$ cat src/rtl/hazard_unit.sv
// hazard_unit: load-use stall, redirect flush and EX forwarding control with stall/flush activity counters
module hazard_unit #(
  parameter int CNT_W = 16
) (
  input  logic             clk,
  input  logic             rst,
  input  logic [4:0]       Rs1D,
  input  logic [4:0]       Rs2D,
  input  logic [4:0]       RdD,
  input  logic             RegWriteD,
  input  logic [1:0]       ResultSrcD,
  input  logic [1:0]       PCSrcE,
  output logic             StallF,
  output logic             StallD,
  output logic             FlushD,
  output logic             FlushE,
  output logic [1:0]       ForwardAE,
  output logic [1:0]       ForwardBE,
  output logic [CNT_W-1:0] StallCount,
  output logic [CNT_W-1:0] FlushCount
);
  logic [4:0] rs1_e, rs2_e, rd_e, rd_m, rd_w;
  logic reg_write_e, load_e, reg_write_m, reg_write_w;
  logic redirect, lw_stall, stall, flush_e;
  logic [CNT_W-1:0] stall_cnt, flush_cnt;
  assign redirect = |PCSrcE;
  assign lw_stall = load_e & reg_write_e & (rd_e != 5'd0) & ((rd_e == Rs1D) | (rd_e == Rs2D));
  assign stall    = lw_stall & ~redirect;
  assign flush_e  = lw_stall | redirect;
  function automatic logic [1:0] fwd(input logic [4:0] rs);
    return (reg_write_m && rd_m != 5'd0 && rd_m == rs) ? 2'b10 :
           (reg_write_w && rd_w != 5'd0 && rd_w == rs) ? 2'b01 : 2'b00;
  endfunction
  always_comb begin
    StallF     = ~rst & stall;
    StallD     = ~rst & stall;
    FlushD     = ~rst & redirect;
    FlushE     = ~rst & flush_e;
    ForwardAE  = rst ? 2'b00 : fwd(rs1_e);
    ForwardBE  = rst ? 2'b00 : fwd(rs2_e);
    StallCount = rst ? '0 : stall_cnt;
    FlushCount = rst ? '0 : flush_cnt;
  end
  always_ff @(posedge clk) begin
    if (rst) begin
      {rs1_e, rs2_e, rd_e, reg_write_e, load_e} <= '0;
      {rd_m, reg_write_m, rd_w, reg_write_w}    <= '0;
      stall_cnt <= '0;
      flush_cnt <= '0;
    end else begin
      rs1_e       <= flush_e ? 5'd0 : Rs1D;
      rs2_e       <= flush_e ? 5'd0 : Rs2D;
      rd_e        <= flush_e ? 5'd0 : RdD;
      reg_write_e <= ~flush_e & RegWriteD;
      load_e      <= ~flush_e & (ResultSrcD == 2'b01);
      rd_m        <= rd_e;
      reg_write_m <= reg_write_e;
      rd_w        <= rd_m;
      reg_write_w <= reg_write_m;
      if (stall && !(&stall_cnt)) stall_cnt <= stall_cnt + 1'b1;
      if (redirect && !(&flush_cnt)) flush_cnt <= flush_cnt + 1'b1;
    end
  end
endmodule

$ cat config.mk
export PLATFORM = sky130hd
export DESIGN_NAME = hazard_unit
export DESIGN_NICKNAME = d
export VERILOG_FILES = /design/src/rtl/hazard_unit.sv
export SDC_FILE = /design/constraint.sdc
export NUM_CORES = 1
export LEC_CHECK = 0
export CELL_PAD_IN_SITES_DETAIL_PLACEMENT = 0
export CELL_PAD_IN_SITES_GLOBAL_PLACEMENT = 1
export CORE_MARGIN = 2
export CORE_UTILIZATION = 41
export DETAILED_ROUTE_END_ITERATION = 8
export PLACE_DENSITY_LB_ADDON = 0.1
export SETUP_SLACK_MARGIN = 0.1
export SYNTH_ARGS = -nofsm -noshare
export SYNTH_HDL_FRONTEND = slang
export SYNTH_SLANG_ARGS = --single-unit
$ cat constraint.sdc
create_clock -name clk -period 2.7 [get_ports clk]
set_input_delay 0.27 -clock clk [delete_from_list [all_inputs] [get_ports clk]]
set_output_delay 0.27 -clock clk [all_outputs]
set_load 0.03 [all_outputs]
# [After elaboration in Yosys (flattened, before gate mapping)]
# Cells that the tools add are included.
[totals] elab_cells=59 inputBits=22 output_inout_bits=40 ff_bits=61
[op_classes] n_eq_ne=7 add_sub_neg=2 bitwise_logic=14 n_reduce_logical=17 n_mux=8
[ops] op="$add A16 B1 Y16 const B" count=2
[ops] op="$mux W16" count=2
[ops] op="$reduce_and A16 Y1" count=2
[ops] op="$eq A5 B5 Y1" count=6
[ops] op="$reduce_bool A5 Y1" count=3
[ops] op="$and A1 B1 Y1" count=9
[ops] op="$logic_and A1 B1 Y1" count=8
[ops] op="$mux W2" count=4
[ops] op="$reduce_or A2 Y1" count=2
[ops] op="$not A1 Y1" count=3
[ops] op="$eq A2 B1 Y1 const B" count=1
[ops] op="$logic_not A1 Y1" count=2
[ops] op="$mux W1" count=2
[ops] op="$or A1 B1 Y1" count=2

# [Logic depth before layout (Yosys ltp)]
[logic_depth] word_depth=6 depth_mapped=8 mapped_depth_nobuf=7

# [Worst setup path before layout]
# Ideal clock, no wire load.
[synth_timing] path_type="register to output" startpoint="register rd_m[1]" endpoint="output port ForwardAE[0]" path_stages_with_launch=5 arrival_ns=2.236 required_ns=2.430 path_buffers=0 path_slack_ns=0.194 path_cell_list="dfxtp_1 > or4_1 > o21ai_0 > nor3_1 > nor4_1"
[synth_between] elab_chain_len=5 word_cells_on_any_way=6 cone_classes="1 x eq/ne; 2 x mux; 3 x reduce/logical"
[synth_lines] element="start: declaration" line_no="22" rtl="logic [4:0] rs1_e, rs2_e, rd_e, rd_m, rd_w;"
[synth_lines] element="start signal: assignment" line_no="56" rtl="rd_m <= rd_e;"
[synth_lines] element="$reduce_bool A5 Y1" line_no="31" rtl="return (reg_write_m && rd_m != 5'd0 && rd_m == rs) ? 2'b10 :"
[synth_lines] element="$logic_and A1 B1 Y1" line_no="31"
[synth_lines] element="$logic_and A1 B1 Y1 *" line_no="31"
[synth_lines] element="$mux W2 *" line_no="31"
[synth_lines] element="$mux W2 *" line_no="39" rtl="ForwardAE = rst ? 2'b00 : fwd(rs1_e);"
[synth_lines] element="end: declaration" line_no="17" rtl="output logic [1:0] ForwardAE,"
# Every way passes the cells marked *; elsewhere a longest branch is shown, timed or not.

# [Worst setup path in the final report]
[layout_timing] startpoint="register rd_m[1]" endpoint="output port ForwardBE[1]"
[layout_between] elab_chain_len=5 word_cells_on_any_way=6 cone_classes="1 x eq/ne; 2 x mux; 3 x reduce/logical"
[layout_lines] element="$reduce_bool A5 Y1" line_no="31"
[layout_lines] element="$logic_and A1 B1 Y1" line_no="31"
[layout_lines] element="$logic_and A1 B1 Y1 *" line_no="31"
[layout_lines] element="$mux W2 *" line_no="31"
[layout_lines] element="$mux W2 *" line_no="40" rtl="ForwardBE = rst ? 2'b00 : fwd(rs2_e);"
[layout_lines] element="end: declaration" line_no="18" rtl="output logic [1:0] ForwardBE,"
# Marked as above.

==> impl_metrics.csv <==
group,metric,value,unit
drt,highest_layer,"met4",
timing,fmax,414.0,MHz
min_path,hp-class,"in -> reg",
timing,period_needed,2.416,ns
floorplanning,fp-row-count,31,
yosys,synth_edf_count,0,
cells_and_area,mostFrequentLayoutCells,"dfxtp_1, clkdlybuf4s50_1, nor2b_1",
grt,antenna_found_initial,0,
clocking,cts-root-buf,"clkbuf_8",
clocking,clockBufferDepth,2,
critical_path,worstSetupPathType,"reg -> out",
timing,worstMarginPinSlew,0.4808,ns
timing,setup_tns,0,ns
timing,hold_viol,0,
placed_design,port_buffers,61,
drt,drtPass1Iterations,4,
timing,rsz0062_at_grt,"false",
critical_path,endpoint,"ForwardBE[1]",
grt,grt_pass1_vias,2209,
yosys,yosysWarnings,0,
placed_design,routabilityCongestion,0.8207,
clocking,numCtsBuffers,9,
cells_and_area,layout.cells.most_common,"dfxtp_1",
floorplanning,boundaryPins,62,
timing,min_period_over_period,0.8947,
critical_path,critical_path_arrival,2.15,ns
clocking,path_clk_slew,0.06,ns
placed_design,hpwl,4571,µm
timing,slew_viol_final,0,
timing,slew_headroom,0.6784,
clocking,cts_setup_buffers,0,
clocking,cts_hold_buf,0,
floorplanning,fp.coreArea,0.007137,mm²
timing,setup_viol,0,
critical_path,reg2reg_slack,0.73,ns
drt,routed_via_density,4.757,
critical_path,cp.depth,4,
critical_path,worstPathCellList,"or4_1 > o21ai_1 > nor4_1 > clkdlybuf4s50_1",
grt,grt_max_degree,44,
timing,whs,0.4571,ns
floorplanning,die_h,89.14,µm
clocking,insertion_delay,0.33,ns
drt,route.vias.total,2388,
critical_path,critPathMaxFanout,4,
power,p_leak,1.464,nW
yosys,ys_ff_latch,61,
grt,grt_pass1_wl,10140,µm
yosys,synthesis.area,0.002972,mm²
power,ir_worst_vdd,0.0002193,V
drt,drt_wl_total,6235,µm
critical_path,crit_path_end_kind,"output port",
critical_path,rr_worst_depth,7,
grt,grt_overflow,0,
cells_and_area,num-fill-cells,723,
run,maxCapViolCount,0,
yosys,postSynthCellCount,337,
critical_path,slowest_stage,"clkdlybuf4s50_1",
drt,drt-met1-wl,3052,µm
power,p_per_area,458.0,mW/mm²
clocking,htree_levels,3,
cells_and_area,drive_above_1_share,0.09181,
yosys,syn_area_per_cell,8.818,µm²
drt,ant_nets,0,
floorplanning,die_area,0.007945,mm²
yosys,ys_seq_area_frac,0.4109,
power,total_power,1.751,mW
yosys,synthesis.nets,361,
critical_path,cp_top_family,"simple AND/OR/NAND/NOR gates",
yosys,synth_cell_types,41,
floorplanning,die_w,89.14,µm
critical_path,crit_buf_inv,1,
critical_path,slowest_delay,0.61,ns
cells_and_area,final_nets,423,
cells_and_area,n_antenna_cell,0,
drt,drt_iter0_markers,76,
clocking,tritoncts,"yes",
drt,wl_per_cell,12.42,µm
outcome,status,"completed",
drt,drc_errors,0,
cells_and_area,syn2layout_area_growth,28.63,%
critical_path,crit_start,"rd_m[1]",
clocking,cts_sinks,61,
drt,met3RoutedLength,152,µm
critical_path,cp-start-kind,"register",
critical_path,r2r_start,"stall_cnt[1]",
critical_path,cp.required,2.43,ns
critical_path,r2r-end,"stall_cnt[10]",
timing,finClkSkew,0.008926,ns
yosys,async_flop_share,0,
floorplanning,initial_core_util,0.4164,
yosys,synth_top_flop_cell,"dfxtp_1",
drt,route.met2.wl,2904,µm
grt,grt.total_usage,0.1660,
## metrics by stage
step                  util  setup WS [ns]  cell area (µm²)  cells
floorplan                -         0.1943             2972    337
global placement    0.5131         0.1444             3662    487
detailed placement  0.5131         0.1305             3662    487
CTS                 0.5359         0.1022             3825    502
global route        0.5356         0.1572             3822    502
finish              0.5356         0.2843             3822    502
## flip-flops by register name, summed over array words and instances (netlist names)
signal / flops
flush_cnt: 16
load_e: 1
rd_e: 5
rd_m: 5
rd_w: 5
reg_write_e: 1
reg_write_m: 1
reg_write_w: 1
rs1_e: 5
rs2_e: 5
stall_cnt: 16
## per-layer routing
| layer | vias to the layer above | track usage |
|---|---|---|
| met1 | 1073 | 0.2248 |
| met2 | 41 | 0.2539 |
| met3 | 10 | 0.03232 |
| met5 | - | 0 |
| met4 | 0 | 0.08005 |
| li1 | 1264 | - |
## how the worst min path moves through the flow
stage / from / endpoint / slack [ns] / cells after the start
2_1_floorplan: RdD[0] / rd_e[0] / 0.39 / 1
3_3_place_gp: reg_write_e / reg_write_m / 0.47 / 1
3_5_place_dp: reg_write_e / reg_write_m / 0.47 / 1
4_1_cts: rst / flush_cnt[2] / 0.44 / 3
5_1_grt: rst / flush_cnt[2] / 0.48 / 3
6_report: rst / stall_cnt[13] / 0.46 / 3
## worst register-to-register path, cell delays in order (launching register included)
cell,delay (ns)
dfxtp_1,0.41
ha_1,0.26
nand2_1,0.07
nor4_1,0.35
a211oi_2,0.16
nand2_2,0.22
nor3_1,0.10
mux2_4,0.30
## area by class of cell
type                            instances  area [µm²]  area share
Multi-Input combinational cell        258        1669      0.4367
Sequential cell                        61        1221      0.3195
Timing Repair Buffer                   65       628.1      0.1643
Clock buffer                           10       137.6     0.03601
Tap cell                               99       123.9     0.03241
Clock inverter                          5       27.53    0.007201
Inverter                                4       15.01    0.003928
## kinds of logic (layout without fill, tap and decap cells)
family                   after synthesis  in the layout  share of synthesized area
AO/OA/AOI/OAI                         20             20                    0.04968
XOR/XNOR                              44             44                     0.1297
adder cells (fa/ha/maj)                2              2                   0.008420
buffers and inverters                 18             84                    0.02737
flip-flops                            61             61                     0.4109
multiplexers                           8              8                    0.03326
AND/OR/NAND/NOR                      184            184                     0.3406
## cells in the mapped netlist, drive strengths merged (9+ instances only)
| master | n | share of area |
|---|---|---|
| nor2b | 43 | 0.091 |
| nand3 | 20 | 0.035 |
| o21ai | 9 | 0.015 |
| nand2 | 24 | 0.031 |
| and2 | 16 | 0.034 |
| xnor2 | 23 | 0.068 |
| nor3 | 12 | 0.024 |
| xor2 | 21 | 0.062 |
| clkbuf | 10 | 0.013 |
| dfxtp | 61 | 0.41 |
| nor2 | 36 | 0.045 |
| or4 | 11 | 0.028 |
## where the power goes
group | switching [mW] | internal (mW)
clock network | 0.339 | 0.346
registers | 0.0147 | 0.914
logic | 0.0664 | 0.0709
total | 0.421 | 1.33
## timing repair
| action | CTS | global route |
|---|---|---|
| endpoints found under the setup margin | 2 | 4 |
| resized for setup | 3 | 8 |
| hold endpoints to repair | 0 | 0 |
| gates cloned | 0 | 0 |
No activity file was read; power rests on OpenSTA's default activity.
